$ cat config.mk
export PLATFORM = sky130hd
export DESIGN_NAME = store_lane_pack_unit
export DESIGN_NICKNAME = d
export VERILOG_FILES = /design/src/rtl/store_lane_pack_unit_pkg.sv /design/src/rtl/store_lane_pack.sv /design/src/rtl/store_lane_pack_unit.sv
export SDC_FILE = /design/constraint.sdc
export NUM_CORES = 1
export LEC_CHECK = 0
export BUFFER_PORTS_ARGS = -buffer_cell sky130_fd_sc_hd__buf_2
export CAP_MARGIN = 20
export CORE_MARGIN = 1.5
export CORE_UTILIZATION = 55
export CTS_BUF_LIST = sky130_fd_sc_hd__clkbuf_8
export CTS_CLUSTER_DIAMETER = 150
export DETAILED_ROUTE_END_ITERATION = 6
export PLACE_DENSITY = 0.82
export SYNTH_ARGS = -nofsm -noshare
export SYNTH_HDL_FRONTEND = slang
export SYNTH_SLANG_ARGS = --single-unit
$ cat constraint.sdc
create_clock -name clk -period 4.65 [get_ports clk]
set_clock_uncertainty 0.05 [all_clocks]
set_input_delay 0.6975 -clock clk [delete_from_list [all_inputs] [get_ports clk]]
set_output_delay 0.6975 -clock clk [all_outputs]
set_load 0.01 [all_outputs]
$ cat src/rtl/store_lane_pack_unit_pkg.sv
// Shared encodings for the store lane packing path: access sizes and byte-enable patterns.
package store_lane_pack_unit_pkg;

  typedef enum logic [1:0] {
    SIZE_B   = 2'b00,
    SIZE_H   = 2'b01,
    SIZE_W   = 2'b10,
    SIZE_RSV = 2'b11
  } size_e;

  localparam int unsigned DATA_W = 32;

  localparam logic [3:0] BE_ALL = 4'b1111;
  localparam logic [3:0] BE_LO  = 4'b0011;
  localparam logic [3:0] BE_HI  = 4'b1100;
  localparam logic [3:0] BE_B0  = 4'b0001;

endpackage

$ cat src/rtl/store_lane_pack.sv
// Combinational store narrowing: replicates data across byte lanes, builds byte enables
// and flags misaligned or reserved-size accesses.
module store_lane_pack
  import store_lane_pack_unit_pkg::*;
(
  input  logic [1:0]        addr_lo,
  input  logic [1:0]        size,
  input  logic [DATA_W-1:0] data,
  output logic [DATA_W-1:0] wdata,
  output logic [3:0]        be,
  output logic              misaligned
);

  always_comb begin
    // NOTE: every output gets a default before the case so no path leaves one unassigned (no latch).
    wdata      = data;
    be         = '0;
    misaligned = 1'b0;
    case (size_e'(size))
      SIZE_B: begin
        wdata = {4{data[7:0]}};
        be    = BE_B0 << addr_lo;
      end
      SIZE_H: begin
        wdata      = {2{data[15:0]}};
        be         = addr_lo[1] ? BE_HI : BE_LO;
        misaligned = addr_lo[0];
      end
      SIZE_W: begin
        be         = BE_ALL;
        misaligned = (addr_lo != 2'b00);
      end
      default: misaligned = 1'b1;
    endcase
  end

endmodule

$ cat src/rtl/store_lane_pack_unit.sv
// Store path between EX/MEM and the data-memory write port: packs lanes, traps misaligned
// stores and buffers up to two writes behind a valid/ready handshake.
module store_lane_pack_unit
  import store_lane_pack_unit_pkg::*;
#(
  parameter int AW    = 32,
  parameter int DEPTH = 2
) (
  input  logic              clk,
  input  logic              reset,
  input  logic              req_valid,
  output logic              req_ready,
  input  logic [AW-1:0]     req_addr,
  input  logic [DATA_W-1:0] req_data,
  input  logic [1:0]        req_size,
  output logic              mem_valid,
  input  logic              mem_ready,
  output logic [AW-1:0]     mem_addr,
  output logic [DATA_W-1:0] mem_wdata,
  output logic [3:0]        mem_be,
  output logic              ades,
  output logic [AW-1:0]     ades_addr,
  output logic              busy
);

  localparam logic [1:0] FULL = 2'(DEPTH);

  logic [DATA_W-1:0] pk_wdata;
  logic [3:0]        pk_be;
  logic              pk_mis;

  store_lane_pack u_pack (
    .addr_lo    (req_addr[1:0]),
    .size       (req_size),
    .data       (req_data),
    .wdata      (pk_wdata),
    .be         (pk_be),
    .misaligned (pk_mis)
  );

  logic [1:0]        count, count_next;
  logic              wr_ptr, rd_ptr;
  logic              ready_q;
  logic              accept, push, pop;
  logic [AW-3:0]     buf_addr  [DEPTH];
  logic [DATA_W-1:0] buf_wdata [DEPTH];
  logic [3:0]        buf_be    [DEPTH];

  assign req_ready = ready_q;
  assign accept    = req_valid && req_ready;
  // Misaligned stores complete the handshake but never reach the buffer.
  assign push      = accept && !pk_mis;
  assign mem_valid = (count != 2'd0);
  assign pop       = mem_valid && mem_ready;

  always_comb begin
    count_next = count;
    case ({push, pop})
      2'b10:   count_next = count + 2'd1;
      2'b01:   count_next = count - 2'd1;
      default: count_next = count;
    endcase
  end

  // NOTE: sequential state uses non-blocking assignments so all registers update from pre-edge values.
  always_ff @(posedge clk or posedge reset) begin
    if (reset) begin
      count     <= 2'd0;
      wr_ptr    <= 1'b0;
      rd_ptr    <= 1'b0;
      ready_q   <= 1'b0;
      busy      <= 1'b0;
      ades      <= 1'b0;
      ades_addr <= '0;
    end else begin
      count   <= count_next;
      ready_q <= (count_next < FULL);
      busy    <= (count_next != 2'd0);
      ades    <= accept && pk_mis;
      if (push) wr_ptr <= ~wr_ptr;
      if (pop)  rd_ptr <= ~rd_ptr;
      if (accept && pk_mis) ades_addr <= req_addr;
    end
  end

  // NOTE: buffer storage has no reset; the outputs below are qualified by occupancy,
  // so stale contents never leave the unit.
  always_ff @(posedge clk) begin
    if (push) begin
      buf_addr[wr_ptr]  <= req_addr[AW-1:2];
      buf_wdata[wr_ptr] <= pk_wdata;
      buf_be[wr_ptr]    <= pk_be;
    end
  end

  assign mem_addr  = mem_valid ? {buf_addr[rd_ptr], 2'b00} : '0;
  assign mem_wdata = mem_valid ? buf_wdata[rd_ptr] : '0;
  assign mem_be    = mem_valid ? buf_be[rd_ptr] : '0;

endmodule
## Word-level counts from Yosys, hierarchy flattened

Memories as Yosys holds them, arrays and structs flattened.
Index checks and enable logic that the tools add are counted.

| word-level totals | value |
|---|---|
| register bits | 39 |
| bits in writable memories | 132 |
| output and inout bits | 104 |
| logic and storage cells | 39 |
| memories | 3 |

| cells by class | value |
|---|---|
| $add $sub $neg | 2 |
| $lt $le $gt $ge | 1 |
| equality and inequality tests | 4 |
| shift-type cells | 1 |
| mux-type cells | 10 |
| bitwise operators | 2 |
| reductions and logical operators | 9 |

Memory list:

| memory | words | width | read ports | clocked after memory_dff | wr ports | RTL line | source |
|---|---|---|---|---|---|---|---|
| buf_wdata | 2 | 32 | 1 | 0 | 1 | store_lane_pack_unit.sv:46 | `logic [DATA_W-1:0] buf_wdata [DEPTH];` |
| buf_addr | 2 | 30 | 1 | 0 | 1 | store_lane_pack_unit.sv:45 | `logic [AW-3:0] buf_addr [DEPTH];` |
| buf_be | 2 | 4 | 1 | 0 | 1 | store_lane_pack_unit.sv:47 | `logic [3:0] buf_be [DEPTH];` |

Operators with widths:

| kind | number |
|---|---|
| $mux 32 | 2 |
| $pmux 32 s2 | 1 |
| $pmux 4 s3 | 1 |
| $mux 4 | 2 |
| $reduce_bool 2->1 | 3 |
| $eq 2x1->1 const B | 2 |
| $eq 2x2->1 const B | 2 |
| $logic_and 1x1->1 | 4 |
| $pmux 2 s2 | 1 |
| $shl 1x2->4 const A | 1 |
| $pmux 1 s3 | 1 |
| $add 2x1->2 const B | 1 |
| $logic_not 2->1 | 1 |
| $lt 2x2->1 const B | 1 |
| $mux 1 | 2 |
| $not 1->1 | 2 |
| $sub 2x1->2 const B | 1 |
| $logic_not 1->1 | 1 |

## Logic depth before layout (Yosys ltp)

Gate-level depths: netlist of run 1.

| logic depth | value |
|---|---|
| depth in word-level cells | 7 |
| depth in mapped cells | 7 |
| gate-level depth less buffers | 7 |

## Cells and area by module

A second synthesis of run 1 with hierarchy kept.

| unflattened totals | value |
|---|---|
| cells, all modules | 446 |
| area total of the unflattened synthesis | 7095.6 µm² |

Modules (own cells, without submodules):

| module | times used | cells an instance | area each (µm²) | seq. area each (µm²) |
|---|---|---|---|---|
| store_lane_pack_unit | 1 | 378 | 6521.3 | 4939.7 |
| store_lane_pack | 1 | 68 | 574.3 | 0.0 |

## Worst setup path after synthesis of run 1

OpenSTA, ideal clock, no wires.

| timing path | value |
|---|---|
| path type | input to register |
| from | input req_size[0] |
| to | memory buf_addr[0][0] in the netlist's numbering, enable pin |
| library setup time | 0.491 ns |
| arrival | 3.931 ns |
| setup slack | 0.178 ns |
| stages | 4 |
| buffers on the path | 1 |
| cell sequence | buf_6 nor3_2 o21bai_1 nor2_1 |

| on the way | value |
|---|---|
| word-level cells in the longest chain between the ends | 6 |

RTL lines:

| item | RTL line | source |
|---|---|---|
| start, declared | store_lane_pack_unit.sv:15 | `input logic [1:0] req_size,` |
| $eq 2x2->1 (tied with other cells) | store_lane_pack.sv:19 | `case (size_e'(size))` |
| $pmux 1 s3 * | store_lane_pack.sv:19 |  |
| $logic_not 1->1 * | store_lane_pack_unit.sv:52 | `assign push = accept && !pk_mis;` |
| $logic_and 1x1->1 * | store_lane_pack_unit.sv:52 |  |
| $mux 1 * | store_lane_pack_unit.sv:89 | `if (push) begin` |
| $mux 1 (not written as such) * | store_lane_pack_unit.sv:90 | `buf_addr[wr_ptr] <= req_addr[AW-1:2];` |
| end, declared | store_lane_pack_unit.sv:45 |  |

Mark *: on every way between the ends. The rest lies on a longest branch, timed or not.

## Final worst setup path of run 1

| timing path | value |
|---|---|
| from | register count[1] |
| to | output mem_wdata[10] |

| on the way | value |
|---|---|
| word-level cells in the longest chain between the ends | 2 |

RTL lines:

| item | RTL line | source |
|---|---|---|
| start, declared | store_lane_pack_unit.sv:41 | `logic [1:0] count, count_next;` |
| start signal, assigned | store_lane_pack_unit.sv:76 | `count <= count_next;` |
| $reduce_bool 2->1 | store_lane_pack_unit.sv:53 | `assign mem_valid = (count != 2'd0);` |
| $mux 32 | store_lane_pack_unit.sv:97 | `assign mem_wdata = mem_valid ? buf_wdata[rd_ptr] : '0;` |
| end, declared | store_lane_pack_unit.sv:19 | `output logic [DATA_W-1:0] mem_wdata,` |

No other way between the ends.

==> impl_metrics.xml, run 1 <==
<?xml version="1.0" encoding="UTF-8"?>
<metrics>
  <group name="cells_and_area">
    <metric name="final_layout_size_suffix_gt1_frac" unit="">0.413</metric>
    <metric name="multi_input_area" unit="um^2">1960</metric>
    <metric name="antenna-diode-count" unit="">0</metric>
    <metric name="register_area" unit="um^2">4940</metric>
    <metric name="fin_area" unit="um^2">8480</metric>
    <metric name="area_growth" unit="%">20.2</metric>
    <metric name="num-nets-final" unit="">688</metric>
    <metric name="filler_cell_count" unit="">875</metric>
    <metric name="utilization" unit="">0.674</metric>
  </group>
  <group name="cts">
    <metric name="clock_latency" unit="ns">0.43</metric>
    <metric name="cts_made_buffers" unit="">17</metric>
    <metric name="cts_repair_resize_count" unit="">0</metric>
    <metric name="clk_root_buffer_cell" unit="">sky130_fd_sc_hd__clkbuf_8</metric>
    <metric name="clk_pin_slew" unit="ns">0.09</metric>
    <metric name="cts.htree.levels" unit="">4</metric>
    <metric name="cts_max_path_buffers" unit="">2</metric>
    <metric name="postCtsSetupBuffers" unit="">0</metric>
    <metric name="cts_tree" unit="">yes</metric>
    <metric name="cts_num_sinks" unit="">171</metric>
    <metric name="cts_hold_buf" unit="">0</metric>
  </group>
  <group name="placement">
    <metric name="placed_instance_area" unit="um^2">8040</metric>
    <metric name="hpwl" unit="um">9530</metric>
    <metric name="number_of_input_and_output_port_buffers_inserted" unit="">171</metric>
    <metric name="gpl.final_weighted_congestion" unit="">0.811</metric>
  </group>
  <group name="critical_path">
    <metric name="critical_path.slowest_cell" unit="">sky130_fd_sc_hd__nor2_4</metric>
    <metric name="regToRegSetupSlack" unit="ns">2.17</metric>
    <metric name="worst_setup_path_start_kind" unit="">flop</metric>
    <metric name="critPathKind" unit="">reg -&gt; out</metric>
    <metric name="cpPeakStageDelay" unit="ns">0.63</metric>
    <metric name="worstPathCellList" unit="">nor2_4 &gt; buf_4 &gt; nor2_1 &gt; buf_2</metric>
    <metric name="crit_arrival" unit="ns">2.34</metric>
    <metric name="end_kind" unit="">output port</metric>
    <metric name="r2r_end" unit="">busy</metric>
    <metric name="rr_worst_depth" unit="">7</metric>
    <metric name="worst_ep_required_time" unit="ns">3.90</metric>
    <metric name="cp_max_fo" unit="">38</metric>
    <metric name="r2r_start" unit="">count[1]</metric>
  </group>
  <group name="global_routing">
    <metric name="grt.total_usage" unit="">0.216</metric>
    <metric name="grt_first_pass_wirelength" unit="um">21300</metric>
    <metric name="grt_start_max_net_pins" unit="">68</metric>
    <metric name="globalRoute.totalOverflow" unit="">0</metric>
    <metric name="grt_pass1_vias" unit="">4078</metric>
    <metric name="number_of_antenna_violations_at_the_first_check_in_global_routing" unit="">1</metric>
  </group>
  <group name="pwr">
    <metric name="clock_power_share" unit="">0.210</metric>
    <metric name="power_switching_share" unit="">0.333</metric>
    <metric name="net-switching-power" unit="W">0.00166</metric>
    <metric name="power_density" unit="nW/um^2">587</metric>
    <metric name="power.leakage" unit="nW">3.67</metric>
    <metric name="sequentialPowerShare" unit="">0.433</metric>
    <metric name="post-layout-total-power" unit="W">0.00497</metric>
    <metric name="intPower" unit="W">0.00332</metric>
    <metric name="vdd_ir_drop_max" unit="mV">0.299</metric>
    <metric name="comb_power_share" unit="">0.357</metric>
  </group>
  <group name="die">
    <metric name="initial_utilization" unit="">0.561</metric>
    <metric name="area_of_the_die" unit="um^2">13500</metric>
    <metric name="num_rows" unit="">41</metric>
    <metric name="die_w" unit="um">116</metric>
    <metric name="core_area" unit="um^2">12600</metric>
    <metric name="boundary_pins" unit="">174</metric>
    <metric name="die_height" unit="um">116</metric>
  </group>
  <group name="min_path">
    <metric name="holdCritPathClass" unit="">in -&gt; async</metric>
  </group>
  <group name="routing">
    <metric name="vias_per_cell" unit="">5.16</metric>
    <metric name="vias" unit="">4142</metric>
    <metric name="detail_route.wirelength" unit="um">14000</metric>
    <metric name="route.antenna.remaining_nets" unit="">0</metric>
    <metric name="post_drt_wl_per_cell" unit="um">17.4</metric>
    <metric name="drt_first_iter_violations" unit="">281</metric>
    <metric name="drt_drc_violations_left" unit="">0</metric>
    <metric name="drtPass1Iterations" unit="">4</metric>
  </group>
  <group name="outcome">
    <metric name="outcome" unit="">finished clean</metric>
  </group>
  <group name="sta">
    <metric name="timing.final.hold_violations" unit="">0</metric>
    <metric name="tns" unit="ns">0</metric>
    <metric name="worst_slew_margin_rel" unit="">0.292</metric>
    <metric name="final_min_period_over_clock_period" unit="">0.664</metric>
    <metric name="clock.fmax" unit="MHz">324</metric>
    <metric name="final_period_minus_worst_setup_slack" unit="ns">3.09</metric>
    <metric name="rsz0062_at_grt" unit="">false</metric>
    <metric name="worst_hold_slack" unit="ns">0.317</metric>
    <metric name="timing.final.max_slew_violations" unit="">0</metric>
    <metric name="pin_slew_with_the_least_headroom_to_its_limit" unit="ns">1.06</metric>
    <metric name="setup_viol" unit="">0</metric>
  </group>
  <group name="synth">
    <metric name="synth_warnings" unit="">0</metric>
    <metric name="synthDistinctLibCells" unit="">30</metric>
    <metric name="synth_seq_area_share" unit="">0.701</metric>
    <metric name="ys_ff_latch" unit="">171</metric>
    <metric name="postSynthCellCount" unit="">447</metric>
    <metric name="syn-cell-area" unit="um^2">7050</metric>
    <metric name="postSynthAreaPerCell" unit="um^2">15.8</metric>
  </group>
  <group name="job">
    <metric name="max-cap-violations" unit="">0</metric>
  </group>
</metrics>
-- metal layers --
metal,part of all wire,global-route usage
met1,0.42,0.276
met4,0.021,0.0886
met5,0.00072,0
met3,0.063,0.0675
met2,0.50,0.348
-- how the worst max path moves through the flow --
stage / start / slack [ns] / end / depth (start not counted)
floorplan: req_size[0] / 0.18 / buf_addr[0][0] / 4
global placement: req_size[1] / 1.62 / buf_wdata[0][28] / 5
detailed placement: req_size[1] / 1.52 / buf_wdata[0][28] / 5
CTS: count[1] / 1.53 / mem_wdata[8] / 4
global route: count[1] / 1.42 / mem_be[1] / 4
finish: count[1] / 1.56 / mem_wdata[10] / 4
-- power groups by stage --
stage	Sequential, W	Clock, W	Combinational (W)
4_1_cts	0.00223	0.00106	0.00171
2_1_floorplan	0.00217	0	0.00110
6_report	0.00215	0.00104	0.00178
3_3_place_gp	0.00224	0	0.00165
3_5_place_dp	0.00226	0	0.00170
5_1_grt	0.00219	0.00114	0.00193
-- worst max-delay path: cells and delay by family, from the launching register on --
kind | cells | cell delay, ns
and+or+nand+nor | 2 | 0.76
buffers and inverters | 2 | 0.65
DFF | 1 | 0.48
-- cells by family (layout without fill, tap and decap cells) --
logic type / count (synthesis) / after routing / synth area share
and+or+nand+nor: 90 / 90 / 0.0511
xor gates and xnor gates: 5 / 5 / 0.00621
adders and majority gates: 1 / 1 / 0.00177
AOI/OAI and AO/OA: 24 / 24 / 0.0193
DFF: 171 / 171 / 0.701
muxes: 121 / 121 / 0.195
buffers and inverters: 34 / 216 / 0.0250
other: 1 / 2 / 0.000532
-- cell usage after synthesis --
cell                       instances  area (um^2)
sky130_fd_sc_hd__o31ai_1           3         22.5
sky130_fd_sc_hd__and2_1            2         12.5
sky130_fd_sc_hd__ha_1              1         12.5
sky130_fd_sc_hd__buf_6             4         45.0
sky130_fd_sc_hd__o21a_1            1         7.51
sky130_fd_sc_hd__xor2_1            2         17.5
sky130_fd_sc_hd__buf_4             2         15.0
sky130_fd_sc_hd__nor2_1           73          274
sky130_fd_sc_hd__nand2_1          10         37.5
sky130_fd_sc_hd__dfrtp_1          39          976
sky130_fd_sc_hd__mux2_4           29          435
sky130_fd_sc_hd__nor3_2            1         10.0
sky130_fd_sc_hd__a21oi_1           4         20.0
sky130_fd_sc_hd__buf_2             9         45.0
sky130_fd_sc_hd__mux2i_1          75          751
sky130_fd_sc_hd__conb_1            1         3.75
sky130_fd_sc_hd__o21bai_1          1         7.51
sky130_fd_sc_hd__inv_1             6         22.5
sky130_fd_sc_hd__xnor2_1           3         26.3
sky130_fd_sc_hd__o21ai_0          14         70.1
sky130_fd_sc_hd__a21oi_2           1         8.76
sky130_fd_sc_hd__clkbuf_1         10         37.5
sky130_fd_sc_hd__or3_1             1         6.26
sky130_fd_sc_hd__nand2b_1          2         12.5
sky130_fd_sc_hd__inv_2             1         3.75
sky130_fd_sc_hd__edfxtp_1        132         3960
sky130_fd_sc_hd__mux2_2           16          180
sky130_fd_sc_hd__buf_1             2         7.51
sky130_fd_sc_hd__mux2_1            1         11.3
sky130_fd_sc_hd__or2b_1            1         7.51
-- final cells by class --
class / count / area share
Sequential cell: 171 / 0.583
Tap cell: 172 / 0.0254
Timing Repair Buffer: 177 / 0.109
Clock inverter: 15 / 0.0207
Multi-Input combinational cell: 243 / 0.231
Inverter: 7 / 0.00310
Clock buffer: 17 / 0.0276
-- sequential cells by signal, summed over array words and instances, names as in the netlist --
| register | flops |
|---|---|
| ades | 1 |
| buf_addr | 60 |
| busy | 1 |
| rd_ptr | 1 |
| ades_addr | 32 |
| buf_wdata | 64 |
| count | 2 |
| req_ready | 1 |
| buf_be | 8 |
| wr_ptr | 1 |
-- layout by cell type (no fill, tap or decap), types with 2 or more instances in the layout --
cell                           n
sky130_fd_sc_hd__buf_2       171
sky130_fd_sc_hd__edfxtp_1    132
sky130_fd_sc_hd__mux2i_1      75
sky130_fd_sc_hd__nor2_1       70
sky130_fd_sc_hd__dfrtp_1      38
sky130_fd_sc_hd__mux2_4       29
sky130_fd_sc_hd__clkbuf_8     17
sky130_fd_sc_hd__mux2_2       16
sky130_fd_sc_hd__o21ai_0      14
sky130_fd_sc_hd__nand2_1      10
sky130_fd_sc_hd__inv_1         6
sky130_fd_sc_hd__buf_4         5
sky130_fd_sc_hd__a21oi_1       4
sky130_fd_sc_hd__clkinv_4      4
sky130_fd_sc_hd__nor2_4        3
sky130_fd_sc_hd__xnor2_1       3
sky130_fd_sc_hd__o31ai_1       3
sky130_fd_sc_hd__bufinv_16     3
sky130_fd_sc_hd__and2_1        2
sky130_fd_sc_hd__xor2_1        2
sky130_fd_sc_hd__nand2b_1      2
sky130_fd_sc_hd__clkinv_1      2
sky130_fd_sc_hd__conb_1        2
sky130_fd_sc_hd__inv_6         2
sky130_fd_sc_hd__clkinv_2      2
sky130_fd_sc_hd__clkinvlp_4    2
-- through the flow --
| stage | setup WS (ns) | cells |
|---|---|---|
| 2_1_floorplan | 0.178 | 448 |
| 3_3_place_gp | 1.62 | 769 |
| 3_5_place_dp | 1.52 | 769 |
| 4_1_cts | 1.53 | 801 |
| 5_1_grt | 1.42 | 802 |
| 6_report | 1.56 | 802 |
Note: power is estimated with default switching activity, not from simulation.
==> run 2, diff against run 1 <==
--- a/config.mk
+++ b/config.mk
@@ -8,11 +8,11 @@
 export BUFFER_PORTS_ARGS = -buffer_cell sky130_fd_sc_hd__buf_2
 export CAP_MARGIN = 20
 export CORE_MARGIN = 1.5
-export CORE_UTILIZATION = 55
+export CORE_UTILIZATION = 50
 export CTS_BUF_LIST = sky130_fd_sc_hd__clkbuf_8
 export CTS_CLUSTER_DIAMETER = 150
 export DETAILED_ROUTE_END_ITERATION = 6
-export PLACE_DENSITY = 0.82
+export PLACE_DENSITY = 0.79
 export SYNTH_ARGS = -nofsm -noshare
 export SYNTH_HDL_FRONTEND = slang
 export SYNTH_SLANG_ARGS = --single-unit
==> constraint.sdc (replaced) <==
create_clock -name clk -period 2.7 [get_ports clk]
set_clock_uncertainty 0.05 [all_clocks]
set_input_delay 0.405 -clock clk [delete_from_list [all_inputs] [get_ports clk]]
set_output_delay 0.405 -clock clk [all_outputs]
set_load 0.01 [all_outputs]
==> impl_metrics.xml, run 2 (synthesis gave the netlist of run 1 again) <==
<?xml version="1.0" encoding="UTF-8"?>
<metrics>
  <group name="critical_path">
    <metric name="end_kind" unit="">output port</metric>
    <metric name="critPathKind" unit="">reg -&gt; out</metric>
    <metric name="worst_setup_path_start_kind" unit="">flop</metric>
    <metric name="worst_ep_required_time" unit="ns">2.25</metric>
    <metric name="rr_worst_depth" unit="">4</metric>
    <metric name="crit_arrival" unit="ns">1.89</metric>
    <metric name="cp_max_fo" unit="">19</metric>
  </group>
  <group name="pwr">
    <metric name="power_density" unit="nW/um^2">1020</metric>
    <metric name="vdd_ir_drop_max" unit="mV">0.642</metric>
    <metric name="post-layout-total-power" unit="W">0.00877</metric>
    <metric name="power.leakage" unit="nW">3.74</metric>
  </group>
  <group name="job">
    <metric name="max-cap-violations" unit="">0</metric>
  </group>
  <group name="cells_and_area">
    <metric name="largest_register_ff_count" unit="">64</metric>
    <metric name="area_growth" unit="%">22.3</metric>
    <metric name="utilization" unit="">0.623</metric>
    <metric name="filler_cell_count" unit="">1048</metric>
    <metric name="top_regs" unit="">buf_wdata x64, buf_addr x60, ades_addr x32</metric>
    <metric name="final_layout_size_suffix_gt1_frac" unit="">0.423</metric>
    <metric name="layout.cells.most_common_list" unit="">171 x sky130_fd_sc_hd__buf_2, 132 x sky130_fd_sc_hd__edfxtp_1, 75 x sky130_fd_sc_hd__mux2i_1</metric>
    <metric name="multi_input_area" unit="um^2">1960</metric>
    <metric name="layout_commonest_cell" unit="">sky130_fd_sc_hd__buf_2</metric>
    <metric name="regMostFlops" unit="">buf_wdata</metric>
    <metric name="antenna-diode-count" unit="">0</metric>
    <metric name="register_area" unit="um^2">4940</metric>
    <metric name="fin_area" unit="um^2">8620</metric>
    <metric name="num-nets-final" unit="">697</metric>
  </group>
  <group name="routing">
    <metric name="drt_drc_violations_left" unit="">0</metric>
    <metric name="route.antenna.remaining_nets" unit="">0</metric>
    <metric name="vias" unit="">4206</metric>
    <metric name="post_drt_wl_per_cell" unit="um">17.5</metric>
    <metric name="drtPass1Iterations" unit="">4</metric>
    <metric name="vias_per_cell" unit="">5.14</metric>
    <metric name="detail_route.wirelength" unit="um">14300</metric>
    <metric name="drt_first_iter_violations" unit="">218</metric>
  </group>
  <group name="global_routing">
    <metric name="number_of_antenna_violations_at_the_first_check_in_global_routing" unit="">0</metric>
    <metric name="grt.total_usage" unit="">0.198</metric>
    <metric name="globalRoute.totalOverflow" unit="">0</metric>
    <metric name="grt_use_met1" unit="">0.232</metric>
    <metric name="grt_first_pass_wirelength" unit="um">21800</metric>
    <metric name="grt_pass1_vias" unit="">4305</metric>
    <metric name="met3_usage" unit="">0.0581</metric>
    <metric name="grt_start_max_net_pins" unit="">45</metric>
    <metric name="gr-usage-met2" unit="">0.341</metric>
    <metric name="grt.busiest_layer" unit="">met2</metric>
  </group>
  <group name="die">
    <metric name="area_of_the_die" unit="um^2">14800</metric>
    <metric name="boundary_pins" unit="">174</metric>
    <metric name="initial_utilization" unit="">0.510</metric>
    <metric name="num_rows" unit="">43</metric>
    <metric name="die_height" unit="um">122</metric>
    <metric name="die_w" unit="um">122</metric>
    <metric name="core_area" unit="um^2">13800</metric>
  </group>
  <group name="cts">
    <metric name="cts_hold_buf" unit="">0</metric>
    <metric name="cts_num_sinks" unit="">171</metric>
    <metric name="cts_max_path_buffers" unit="">2</metric>
    <metric name="postCtsSetupBuffers" unit="">0</metric>
    <metric name="clock_latency" unit="ns">0.44</metric>
    <metric name="cts.htree.levels" unit="">4</metric>
    <metric name="clk_root_buffer_cell" unit="">sky130_fd_sc_hd__clkbuf_8</metric>
    <metric name="cts_made_buffers" unit="">17</metric>
    <metric name="clk_pin_slew" unit="ns">0.08</metric>
    <metric name="cts_repair_resize_count" unit="">0</metric>
    <metric name="cts_tree" unit="">yes</metric>
  </group>
  <group name="sta">
    <metric name="rsz0062_at_grt" unit="">false</metric>
    <metric name="worst_slew_margin_rel" unit="">0.439</metric>
    <metric name="setup_viol" unit="">0</metric>
    <metric name="worst_hold_slack" unit="ns">0.0723</metric>
    <metric name="timing.final.max_slew_violations" unit="">0</metric>
    <metric name="clock.fmax" unit="MHz">426</metric>
    <metric name="pin_slew_with_the_least_headroom_to_its_limit" unit="ns">0.840</metric>
    <metric name="timing.final.hold_violations" unit="">0</metric>
    <metric name="final_min_period_over_clock_period" unit="">0.869</metric>
    <metric name="final_period_minus_worst_setup_slack" unit="ns">2.35</metric>
  </group>
  <group name="placement">
    <metric name="placed_instance_area" unit="um^2">8170</metric>
    <metric name="hpwl" unit="um">9760</metric>
    <metric name="number_of_input_and_output_port_buffers_inserted" unit="">171</metric>
    <metric name="gpl.final_weighted_congestion" unit="">0.811</metric>
  </group>
  <group name="outcome">
    <metric name="outcome" unit="">finished clean</metric>
  </group>
  <group name="min_path">
    <metric name="holdCritPathClass" unit="">in -&gt; async</metric>
  </group>
</metrics>
## run 2: routing by layer
layer / vias to the layer above / share of wire / wire [um]
met5: - / 0 / 0
met4: 0 / 0.019 / 277
met3: 21 / 0.063 / 904
met2: 143 / 0.51 / 7320
met1: 2070 / 0.41 / 5790
li1: 1972 / - / -
## run 2: power breakdown
group          leakage [nW]  switching [W]  internal, W  total (W)
clock                 0.215       0.000868      0.00105    0.00191
combinational          1.87        0.00168      0.00149    0.00317
sequential             1.66       0.000318      0.00336    0.00368
total                  3.74        0.00287      0.00590    0.00877
## run 2: path summary, 6_finish.rpt
kind	startpoint	slack [ns]	end
worst max-delay path	rd_ptr	0.35	mem_addr[5]
worst min-delay path	reset	0.07	ades_addr[17]
worst max register to register	req_ready	0.69	ades_addr[31]
worst min register to register	ades_addr[31]	0.46	ades_addr[31]
max in group asynchronous	reset	1.91	rd_ptr
min in group clk	req_addr[31]	0.11	buf_addr[1][29]
## run 2: final cells by class
type                    instances  share of cell area
flip-flops and latches        171               0.574
multi-input cells             243               0.228
repair buffers                186               0.120
clock buffers                  19              0.0303
well taps                     180              0.0261
clock inverters                12              0.0197
inverters                       7             0.00305
## run 2: stage by stage
| step | setup TNS, ns | setup WS, ns | std cells |
|---|---|---|---|
| floorplan | -51.91 | -0.393 | 448 |
| global placement | 0 | 0.602 | 786 |
| detailed placement | 0 | 0.517 | 786 |
| CTS | 0 | 0.0862 | 817 |
| global route | 0 | 0.222 | 818 |
| finish | 0 | 0.354 | 818 |
## run 2: critical path, cell delays in order (launching register included)
cell	delay [ns]
sky130_fd_sc_hd__dfrtp_4	0.69
sky130_fd_sc_hd__buf_4	0.30
sky130_fd_sc_hd__mux2i_1	0.22
sky130_fd_sc_hd__nor2_1	0.08
sky130_fd_sc_hd__buf_2	0.15
